<file path="src/rtl/bcd_seg_scanner_if.sv">
// Purpose: display-side bundle between the BCD counter and the 7-segment scanner.
// Latency: none (wires only).
// Backpressure: none; the counter value is sampled once per frame, so no handshake is needed.
interface bcd_seg_scanner_if;
    logic       en;
    logic [7:0] bcd_in;
    logic [6:0] seg_o;
    logic [1:0] dig_o;
    logic       frame_o;
    logic       err_o;

    modport master (
        output en,
        output bcd_in,
        input  seg_o,
        input  dig_o,
        input  frame_o,
        input  err_o
    );

    modport slave (
        input  en,
        input  bcd_in,
        output seg_o,
        output dig_o,
        output frame_o,
        output err_o
    );
endinterface

</file>
<file path="src/rtl/bcd_seg_scanner.sv">
// Purpose: time-multiplex a 2-digit BCD value onto one 7-segment bus, with blanking and error flag.
// Latency: a new value becomes visible at the next frame reload; seg/dig decode only from registers.
// Backpressure: none; en=0 darkens the display on the next clock and holds the snapshot.
module bcd_seg_scanner #(
    parameter int REFRESH_DIV  = 1000,
    parameter int BLANK_CYC    = 4,
    parameter bit BLANK_LZ     = 1'b1,
    parameter bit COMMON_ANODE = 1'b0
) (
    input  logic               wb_clk_i,
    input  logic               wb_rst_i,
    bcd_seg_scanner_if.slave   bus
);
    localparam int CW = $clog2(REFRESH_DIV);

    // Slot end values; a zero-length gap is skipped entirely, so its end value is never used.
    localparam logic [CW-1:0] RD_LAST  = CW'(REFRESH_DIV - 1);
    localparam logic [CW-1:0] BLK_LAST = CW'((BLANK_CYC == 0) ? 0 : BLANK_CYC - 1);

    localparam logic [2:0] S_OFF   = 3'd0;
    localparam logic [2:0] S_GAP_T = 3'd1;
    localparam logic [2:0] S_TENS  = 3'd2;
    localparam logic [2:0] S_GAP_U = 3'd3;
    localparam logic [2:0] S_UNITS = 3'd4;

    // Entry states after a reload or after the tens slot, honouring a zero-length gap.
    localparam logic [2:0] S_AFTER_LOAD = (BLANK_CYC == 0) ? S_TENS  : S_GAP_T;
    localparam logic [2:0] S_AFTER_TENS = (BLANK_CYC == 0) ? S_UNITS : S_GAP_U;

    logic [2:0]    state;
    logic [CW-1:0] div_cnt;
    logic [7:0]    snap;
    logic          frame_q;
    logic          err_q;
    logic [6:0]    seg_l;
    logic [1:0]    dig_l;

    function automatic logic [6:0] enc(input logic [3:0] n);
        case (n)
            4'd0:    enc = 7'h3F;
            4'd1:    enc = 7'h06;
            4'd2:    enc = 7'h5B;
            4'd3:    enc = 7'h4F;
            4'd4:    enc = 7'h66;
            4'd5:    enc = 7'h6D;
            4'd6:    enc = 7'h7D;
            4'd7:    enc = 7'h07;
            4'd8:    enc = 7'h7F;
            4'd9:    enc = 7'h6F;
            default: enc = 7'h40;
        endcase
    endfunction

    // Scan sequencer: slot timing, per-frame snapshot and reload pulse.
    always_ff @(posedge wb_clk_i) begin
        if (wb_rst_i) begin
            state   <= S_OFF;
            div_cnt <= '0;
            snap    <= 8'h00;
            frame_q <= 1'b0;
        end else if (!bus.en) begin
            state   <= S_OFF;
            div_cnt <= '0;
            frame_q <= 1'b0;
        end else begin
            frame_q <= 1'b0;
            case (state)
                S_OFF: begin
                    snap    <= bus.bcd_in;
                    frame_q <= 1'b1;
                    state   <= S_AFTER_LOAD;
                    div_cnt <= '0;
                end
                S_GAP_T: begin
                    if (div_cnt == BLK_LAST) begin
                        state   <= S_TENS;
                        div_cnt <= '0;
                    end else begin
                        div_cnt <= div_cnt + 1'b1;
                    end
                end
                S_TENS: begin
                    if (div_cnt == RD_LAST) begin
                        state   <= S_AFTER_TENS;
                        div_cnt <= '0;
                    end else begin
                        div_cnt <= div_cnt + 1'b1;
                    end
                end
                S_GAP_U: begin
                    if (div_cnt == BLK_LAST) begin
                        state   <= S_UNITS;
                        div_cnt <= '0;
                    end else begin
                        div_cnt <= div_cnt + 1'b1;
                    end
                end
                S_UNITS: begin
                    if (div_cnt == RD_LAST) begin
                        snap    <= bus.bcd_in;
                        frame_q <= 1'b1;
                        state   <= S_AFTER_LOAD;
                        div_cnt <= '0;
                    end else begin
                        div_cnt <= div_cnt + 1'b1;
                    end
                end
                default: begin
                    state   <= S_OFF;
                    div_cnt <= '0;
                end
            endcase
        end
    end

    // Sticky invalid-BCD flag, judged on the snapshot one clock after it loads.
    always_ff @(posedge wb_clk_i) begin
        if (wb_rst_i) begin
            err_q <= 1'b0;
        end else if ((snap[7:4] > 4'd9) || (snap[3:0] > 4'd9)) begin
            err_q <= 1'b1;
        end
    end

    // Digit/segment decode from registered state only; digit enables are one-hot or dark.
    always_comb begin
        seg_l = 7'h00;
        dig_l = 2'b00;
        if (state == S_TENS) begin
            if (!(BLANK_LZ && (snap[7:4] == 4'd0))) begin
                seg_l = enc(snap[7:4]);
                dig_l = 2'b10;
            end
        end else if (state == S_UNITS) begin
            seg_l = enc(snap[3:0]);
            dig_l = 2'b01;
        end
    end

    assign bus.seg_o   = COMMON_ANODE ? ~seg_l : seg_l;
    assign bus.dig_o   = COMMON_ANODE ? ~dig_l : dig_l;
    assign bus.frame_o = frame_q;
    assign bus.err_o   = err_q;
endmodule
</file>
<file path="src/flat_wrapper.sv">
// flat-port wrapper written by rule: the top's interface ports become plain ports
module bcd_seg_scanner_flat 
#(
    parameter int REFRESH_DIV  = 1000,
    parameter int BLANK_CYC    = 4,
    parameter bit BLANK_LZ     = 1'b1,
    parameter bit COMMON_ANODE = 1'b0
)
  (wb_clk_i, wb_rst_i, bus_en, bus_bcd_in, bus_seg_o, bus_dig_o, bus_frame_o, bus_err_o);
  bcd_seg_scanner_if bus_i ();
  input  logic wb_clk_i;
  input  logic wb_rst_i;
  input wire logic [$bits(bus_i.en)-1:0] bus_en;
  input wire logic [$bits(bus_i.bcd_in)-1:0] bus_bcd_in;
  output wire logic [$bits(bus_i.seg_o)-1:0] bus_seg_o;
  output wire logic [$bits(bus_i.dig_o)-1:0] bus_dig_o;
  output wire logic [$bits(bus_i.frame_o)-1:0] bus_frame_o;
  output wire logic [$bits(bus_i.err_o)-1:0] bus_err_o;
  assign bus_i.en = bus_en;
  assign bus_i.bcd_in = bus_bcd_in;
  assign bus_seg_o = bus_i.seg_o;
  assign bus_dig_o = bus_i.dig_o;
  assign bus_frame_o = bus_i.frame_o;
  assign bus_err_o = bus_i.err_o;
  bcd_seg_scanner #(.REFRESH_DIV(REFRESH_DIV), .BLANK_CYC(BLANK_CYC), .BLANK_LZ(BLANK_LZ), .COMMON_ANODE(COMMON_ANODE)) u_core (.wb_clk_i(wb_clk_i), .wb_rst_i(wb_rst_i), .bus(bus_i));
endmodule
</file>
<file path="config.mk">
export PLATFORM = sky130hd
export DESIGN_NAME = bcd_seg_scanner_flat
export DESIGN_NICKNAME = d
export VERILOG_FILES = /design/src/rtl/bcd_seg_scanner_if.sv /design/src/rtl/bcd_seg_scanner.sv /design/src/flat_wrapper.sv
export SDC_FILE = /design/constraint.sdc
export NUM_CORES = 1
export LEC_CHECK = 0
export BUFFER_PORTS_ARGS = -buffer_cell sky130_fd_sc_hd__buf_2
export CAP_MARGIN = 5
export CORE_ASPECT_RATIO = 1.25
export CORE_MARGIN = 5
export CORE_UTILIZATION = 55
export DETAILED_ROUTE_END_ITERATION = 7
export PLACE_DENSITY = 0.78
export SYNTH_ARGS = -nofsm -noshare
export SYNTH_HDL_FRONTEND = slang
export SYNTH_SLANG_ARGS = --single-unit
</file>
<file path="constraint.sdc">
create_clock -name wb_clk_i -period 5.85 [get_ports wb_clk_i]
set_input_delay 0.8775 -clock wb_clk_i [delete_from_list [all_inputs] [get_ports wb_clk_i]]
set_output_delay 0.8775 -clock wb_clk_i [all_outputs]
set_load 0.01 [all_outputs]
</file>
After elaboration in Yosys (flattened, before gate mapping)
Memory sizes are Yosys's and may differ from the RTL's. A register that Yosys moved wholly into a read port is not among the register bits.
Index checks and enable logic that the tools add are counted.
Widths: inputs -> output; s select.

cells by class
  add/subtract/negate cells = 1
  $lt $le $gt $ge = 2
  eq/ne operators = 10
  mux-type cells = 22
  bitwise operators = 1
  reductions and logical operators = 9

operators by type and width
  operator               count
  $mux 7                 3
  $mux 10                2
  $pmux 10 s2            1
  $mux 4                 4
  $pmux 8 s2             1
  $pmux 3 s5             1
  $mux 3                 4
  $add 10x1->10 const B  1
  $eq 10x10->1 const B   1
  $eq 10x2->1 const B    1
  $gt 4x4->1 const B     2
  $mux 8                 1
  $ne 2x1->1 const B     4
  $eq 3x2->1 const B     2
  $reduce_or 2->1        3
  $logic_not 4->1        1
  $mux 2                 2
  $reduce_and 4->1       1
  $eq 3x1->1 const B     1
  $eq 3x3->1 const B     1
  $logic_not 3->1        1
  $reduce_and 3->1       1
  $mux 1                 2
  $pmux 1 s2             1
  3 further kinds        3

storage, ports and cells
  flip-flop bits (word level) = 23
  memory bits (read-only) = 224
  input bits = 11
  output and inout bits = 11
  word-level logic and storage cells = 52
  memories kept = 2

memories
  name             words  width  rd ports  clocked after Yosys merged registers in  wr ports  line                   source
  (no name shown)  16     7      1         1                                        0         bcd_seg_scanner.sv:39  case (n)
  (no name shown)  16     7      1         1                                        0         bcd_seg_scanner.sv:39

Depth between registers and ports, before layout
Gate-level depths: netlist (run 1).

  depth after elaboration = 5
  gate-level depth with buffers = 11
  mapped depth without buffers = 10

Worst setup path after synthesis (run 1)
OpenSTA, ideal clock, no wires.

  path type = register -> register
  start = register u_core.div_cnt[0]
  end = register with a tool-made name
  library setup time = 0.144 ns
  arrival time = 2.338 ns
  data required time = 5.706 ns
  path slack = 3.368 ns
  stages on the path, launching flop included = 10
  buffers on the path = 0
  clock period less this slack = 2.482 ns
  path through = dfxtp_1 ha_1 or3b_4 o31ai_4 nand2_4 mux2i_1 or2_2 ha_1 a21oi_1 o221ai_1

RTL lines
  element                 line                   source
  from (decl)             bcd_seg_scanner.sv:31  logic [CW-1:0] div_cnt;
  from (signal assigned)  bcd_seg_scanner.sv:79  div_cnt <= div_cnt + 1'b1;
  from (signal assigned)  bcd_seg_scanner.sv:87  div_cnt <= div_cnt + 1'b1;
  from (signal assigned)  bcd_seg_scanner.sv:95  div_cnt <= div_cnt + 1'b1;

==> results of run 1 <==
kinds of logic after synthesis:
| group | share of synthesized area, % |
|---|---|
| AOI/OAI and AO/OA | 28.8 |
| adders and majority gates | 8.07 |
| and+or+nand+nor | 18.3 |
| buffers and inverters | 5.80 |
| muxes | 0.929 |
| DFF | 34.4 |
| xor gates and xnor gates | 3.66 |
tightest hold or removal path, stage by stage (launching register included):
cell,delay [ns]
dfxtp_1,0.32
inv_1,0.05
a31oi_1,0.06
cells in the final DEF (no fill, tap or decap), types with 5 or more instances in the layout:
cell and instances:
dfxtp_1 37, nor2_1 24, buf_2 21, inv_1 16
ha_1 13, nand2_1 9, a21oi_1 9, a22o_1 7
nand3_1 7, o21bai_1 6, o311ai_1 6, nand4_1 5
o21ai_0 5, xnor2_1 5, clkbuf_8 5
metrics by stage:
stage                     instance area, um^2  std cells
after floorplan                          2160        233
after global placement                   2270        297
after detailed placement                 2270        297
after CTS                                2410        305
after global routing                     2410        305
final                                    2410        305
how the worst min path moves through the flow:
stage                                    end  depth (start not counted)
2_1_floorplan   u_core.div_cnt[0]$_SDFF_PP0_                          1
6_report       u_core.bus.err_o$_SDFFE_PP0P_                          2
3_3_place_gp    u_core.div_cnt[0]$_SDFF_PP0_                          1
5_1_grt        u_core.bus.err_o$_SDFFE_PP0P_                          2
4_1_cts         u_core.div_cnt[0]$_SDFF_PP0_                          1
3_5_place_dp   u_core.bus.err_o$_SDFFE_PP0P_                          2
power by group:
part           internal, uW  leakage [uW]  switching [uW]
clock                   172     0.0000687             101
combinational          28.3      0.000596            45.4
sequential              269      0.000304            10.2
total                   469      0.000969             157
routing by layer:
metal	part of all wire, %	track usage (%)	wire length (um)	vias up
li1	-	-	-	901
met1	40	24.3	2020	845
met2	52	36.7	2600	53
met3	4.7	5.21	239	16
met4	3.5	10.8	176	0
met5	0	0	0	-
area by class of cell:
| type | count | area (um^2) |
|---|---|---|
| multi-input combinational | 167 | 1290 |
| clock buffer | 5 | 68.8 |
| tap | 54 | 67.6 |
| clock inverter | 3 | 68.8 |
| fill | 330 | 1380 |
| inverter | 18 | 67.6 |
| timing repair buffer | 21 | 105 |
| sequential | 37 | 741 |
==> flow_summary.toml, run 1 <==
[drt]
antenna_left = 0
routed_via_density = 5.95
drt_iter0_drc = 120
drc_errors = 0
routed_wl_um = 5030
drtPass1Iterations = 5
wl_per_cell_um = 16.5
via_count = 1815

[floorplan]
core_area_um2 = 3780
die_area_um2 = 5280
die_x_um = 66.0
die_h_um = 80.0
initial_core_util_pct = 57.0
rows = 25
io_pins = 22

[layout]
final_core_utilization_pct = 63.6
num_antenna_cells = 0
drive_gt1_share_pct = 20.7
layout.nets = 274
syn2layout_area_growth_pct = 11.7

[synthesis]
syn_area_um2 = 2160
async_reset_ff_share_pct = 0
synth.largest_area_cell = "dfxtp_1"
yosysWarnings = 0
synthCells = 233
synth_nets = 257
synth_edf_count = 0
synth_top_cell_area_share_pct = 34.4
yosysSeqAreaShare_pct = 34.4
synth_seq_cells = 37
ys_types = 57
synth_area_per_cell_um2 = 9.25
synthTopCellsByCount = "dfxtp_1, nor2_1, inv_1, ha_1"
synth.area.top_cells = "dfxtp_1, ha_1, nor2_1, a22o_1, inv_1"
synth_most_common_cell = "dfxtp_1"
synth-main-ff-cell = "dfxtp_1"

[status]
outcome = "finished, final reports clean"

[clocking]
cts_tree = "built"
cts-resized-gates = 0
clk_latency_ns = 0.30
clk_pin_slew_ns = 0.08
clockRootBuffer = "clkbuf_8"
numClockSinks = 37
post-cts-setup-buffer-count = 0
ctsHoldBuffers = 0
clock_path_buffers = 2
numCtsBuffers = 5
cts.htree.levels = 2

[setup_path]
cp_num_cells = 9
cp_max_fo = 14
reg2reg_from = "u_core.div_cnt[0]$_SDFF_PP0_"
start_kind = "flip-flop"
reg2reg_slack_ns = 2.79
cpMostUsedCell = "ha_1"
arrival_ns = 3.20
ff2ff_path_depth = 9
end_kind = "flip-flop"
critPathRequiredTime_ns = 6.00
critical_path.startpoint = "u_core.div_cnt[0]$_SDFF_PP0_"
worst-path-buf-inv = 0
slowest_delay_ns = 0.58
path_delay_family = "simple AND/OR/NAND/NOR gates"
slowest_stage = "o31ai_4"
path_class = "reg2reg"
cp_cell_sequence = "ha_1, or3b_4, o31ai_4, nand2_4, mux2i_1, or2_2, ha_1, a21oi_1, o221ai_1"

[sta]
worstMarginPinSlew_ns = 0.751
period_needed_ns = 3.06
rsz0062_at_grt = "no"
period_share_pct = 52.2
finalWorstSetupSlack_ns = 2.79
hold_violations = 0
whs_ns = 0.478
drv_slew = 0
relSlewSlack_pct = 49.8
setup_violations = 0
fmax_mhz = 327
fin_skew_ns = 0.00380
tns_ns = 0

[min_path]
hp-start = "u_core.bus.err_o$_SDFFE_PP0P_"
worst_hold_path_type = "reg2reg"

[global_routing]
grt_max_degree = 21
grt_antenna_before_repair = 0
first_global_vias = 1841
grt_util_all_layers_pct = 21.4
gr-total-overflow = 0
grt_first_pass_wirelength_um = 8640

[place]
place.gp.congestion = 0.945
pre_cts_slack_ns = 2.87
dp_hpwl_um = 3720
portBuffers = 21

[power]
power_leakage_uw = 0.000969
powerDensity_nw_per_um2 = 260
power.total_uw = 626
ir_drop_mv = 0.190

[run]
cap_viol_max_count = 0
Note: power is estimated with default switching activity, not from simulation.
==> inputs of run 2 (changes only) <==
--- a/config.mk
+++ b/config.mk
@@ -9,9 +9,9 @@
 export CAP_MARGIN = 5
 export CORE_ASPECT_RATIO = 1.25
 export CORE_MARGIN = 5
-export CORE_UTILIZATION = 55
+export CORE_UTILIZATION = 53
 export DETAILED_ROUTE_END_ITERATION = 7
-export PLACE_DENSITY = 0.78
+export PLACE_DENSITY = 0.79
 export SYNTH_ARGS = -nofsm -noshare
 export SYNTH_HDL_FRONTEND = slang
 export SYNTH_SLANG_ARGS = --single-unit
==> constraint.sdc (replaced) <==
create_clock -name wb_clk_i -period 2.5 [get_ports wb_clk_i]
set_input_delay 0.375 -clock wb_clk_i [delete_from_list [all_inputs] [get_ports wb_clk_i]]
set_output_delay 0.375 -clock wb_clk_i [all_outputs]
set_load 0.01 [all_outputs]
==> flow_summary.toml, run 2 (synthesis results as in run 1) <==
[layout]
final_common_cell = "dfxtp_1"
num_antenna_cells = 0
drive_gt1_share_pct = 36.0
final_cell_area_um2 = 2730
layout.nets = 295
syn2layout_area_growth_pct = 26.6
final_cell_mix = "dfxtp_1, nor2_1, buf_2, buf_4, inv_1"

[clocking]
numClockSinks = 37
cts_tree = "built"
clock_path_buffers = 2
numCtsBuffers = 5
clk_pin_slew_ns = 0.07
clk_latency_ns = 0.29
clockRootBuffer = "clkbuf_8"
cts.htree.levels = 2

[setup_path]
critPathRequiredTime_ns = 2.67
slowest_delay_ns = 0.39
end_kind = "flip-flop"
cp_max_fo = 5
slowest_stage = "or3b_4"
path_class = "reg2reg"
reg2reg_from = "u_core.div_cnt[1]$_SDFF_PP0_"
ff2ff_path_depth = 9
arrival_ns = 2.66
start_kind = "flip-flop"
reg2reg_slack_ns = 0.009
cp_cell_sequence = "ha_4, or3b_4, o31ai_4, nand2_4, buf_8, a31oi_4, inv_2, buf_4, a311o_1"
critical_path.startpoint = "u_core.div_cnt[1]$_SDFF_PP0_"

[drt]
antenna_left = 0
drc_errors = 0
drtPass1Iterations = 5
drt_iter0_drc = 199
via_count = 1984
routed_via_density = 6.05
routed_wl_um = 5500
wl_per_cell_um = 16.8

[sta]
period_needed_ns = 2.49
fin_skew_ns = 0.00630
relSlewSlack_pct = 53.6
setup_violations = 0
drv_slew = 0
hold_violations = 0
fmax_mhz = 401
finalWorstSetupSlack_ns = 0.00871
period_share_pct = 99.7
worstMarginPinSlew_ns = 0.695
rsz0062_at_grt = "yes"

[global_routing]
grt_max_degree = 20
gr-total-overflow = 0
grt_util_all_layers_pct = 20.3
grt_antenna_before_repair = 0
first_global_vias = 1878
grt_first_pass_wirelength_um = 8550

[place]
pre_cts_slack_ns = -0.116
portBuffers = 21
place.gp.congestion = 0.892
placed_area_um2 = 2380
dp_hpwl_um = 3840

[floorplan]
die_x_um = 67.0
die_area_um2 = 5450
rows = 26
core_area_um2 = 4000
initial_core_util_pct = 53.9
io_pins = 22
die_h_um = 81.3

[power]
ir_drop_mv = 0.371
power_leakage_uw = 0.00106
powerDensity_nw_per_um2 = 493

[status]
outcome = "finished, final reports clean"

[run]
cap_viol_max_count = 0

[min_path]
worst_hold_path_type = "in2reg"
[run 2: worst max-delay path: cells and delay by family (launching register included)]
family,cells,cell delay [ns]
simple gates,2,0.55
buf+inv,3,0.45
fa+ha+maj,1,0.14
compound gates,3,0.89
flops,1,0.36
[run 2: layout make-up]
class                      instances  area, um^2
clock buffer                       7        96.3
tap                               56        70.1
inverter                          18        67.6
clock inverter                     1        5.00
multi-input combinational        167        1470
timing repair buffer              42         274
sequential                        37         743
fill                             315        1270
[run 2: how the worst min path moves through the flow]
stage	from	end	slack [ns]	cells past startpoint
6_report	bus_bcd_in[4]	u_core.snap[4]$_SDFFE_PP0N_	0.39	3
5_1_grt	bus_bcd_in[4]	u_core.snap[4]$_SDFFE_PP0N_	0.43	3
4_1_cts	bus_bcd_in[4]	u_core.snap[4]$_SDFFE_PP0N_	0.40	3
3_5_place_dp	u_core.bus.err_o$_SDFFE_PP0P_	u_core.bus.err_o$_SDFFE_PP0P_	0.46	2
3_3_place_gp	u_core.bus.err_o$_SDFFE_PP0P_	u_core.bus.err_o$_SDFFE_PP0P_	0.45	2
2_1_floorplan	u_core.div_cnt[0]$_SDFF_PP0_	u_core.div_cnt[0]$_SDFF_PP0_	0.43	1
[run 2: power breakdown]
group	internal, uW	switching (uW)	leakage (uW)	total (uW)
registers	629	22.8	0.000305	652
clock network	249	210	0.0000542	460
logic	102	134	0.000703	236
[run 2: repair_timing]
item                       4_1_cts  5_1_grt
pin swaps                        2       15
setup endpoints to repair        9       14
resized for setup                2       38
hold buffers                     0        0
setup buffers                    1        6
[run 2: metrics by stage]
step | TNS [ns] | hold slack [ns] | utilization, % | std cells | total power (uW)
final | 0 | 0.393 | 68.2 | 328 | 1350
after global placement | -0.0221 | 0.453 | 59.4 | 313 | 842
after CTS | 0 | 0.402 | 62.4 | 322 | 1310
after global routing | -0.721 | 0.428 | 68.2 | 328 | 1410
after floorplan | 0 | 0.430 | - | 233 | 785
after detailed placement | -0.145 | 0.459 | 59.4 | 313 | 848
[run 2: metal layers]
layer  GRT usage (%)  vias to the layer above  wire length [um]
li1                -                      943                 -
met1            23.5                      936              2170
met2            35.7                       91              2880
met3            4.01                       14               335
met4            8.72                        0               116
met5               0                        -                 0
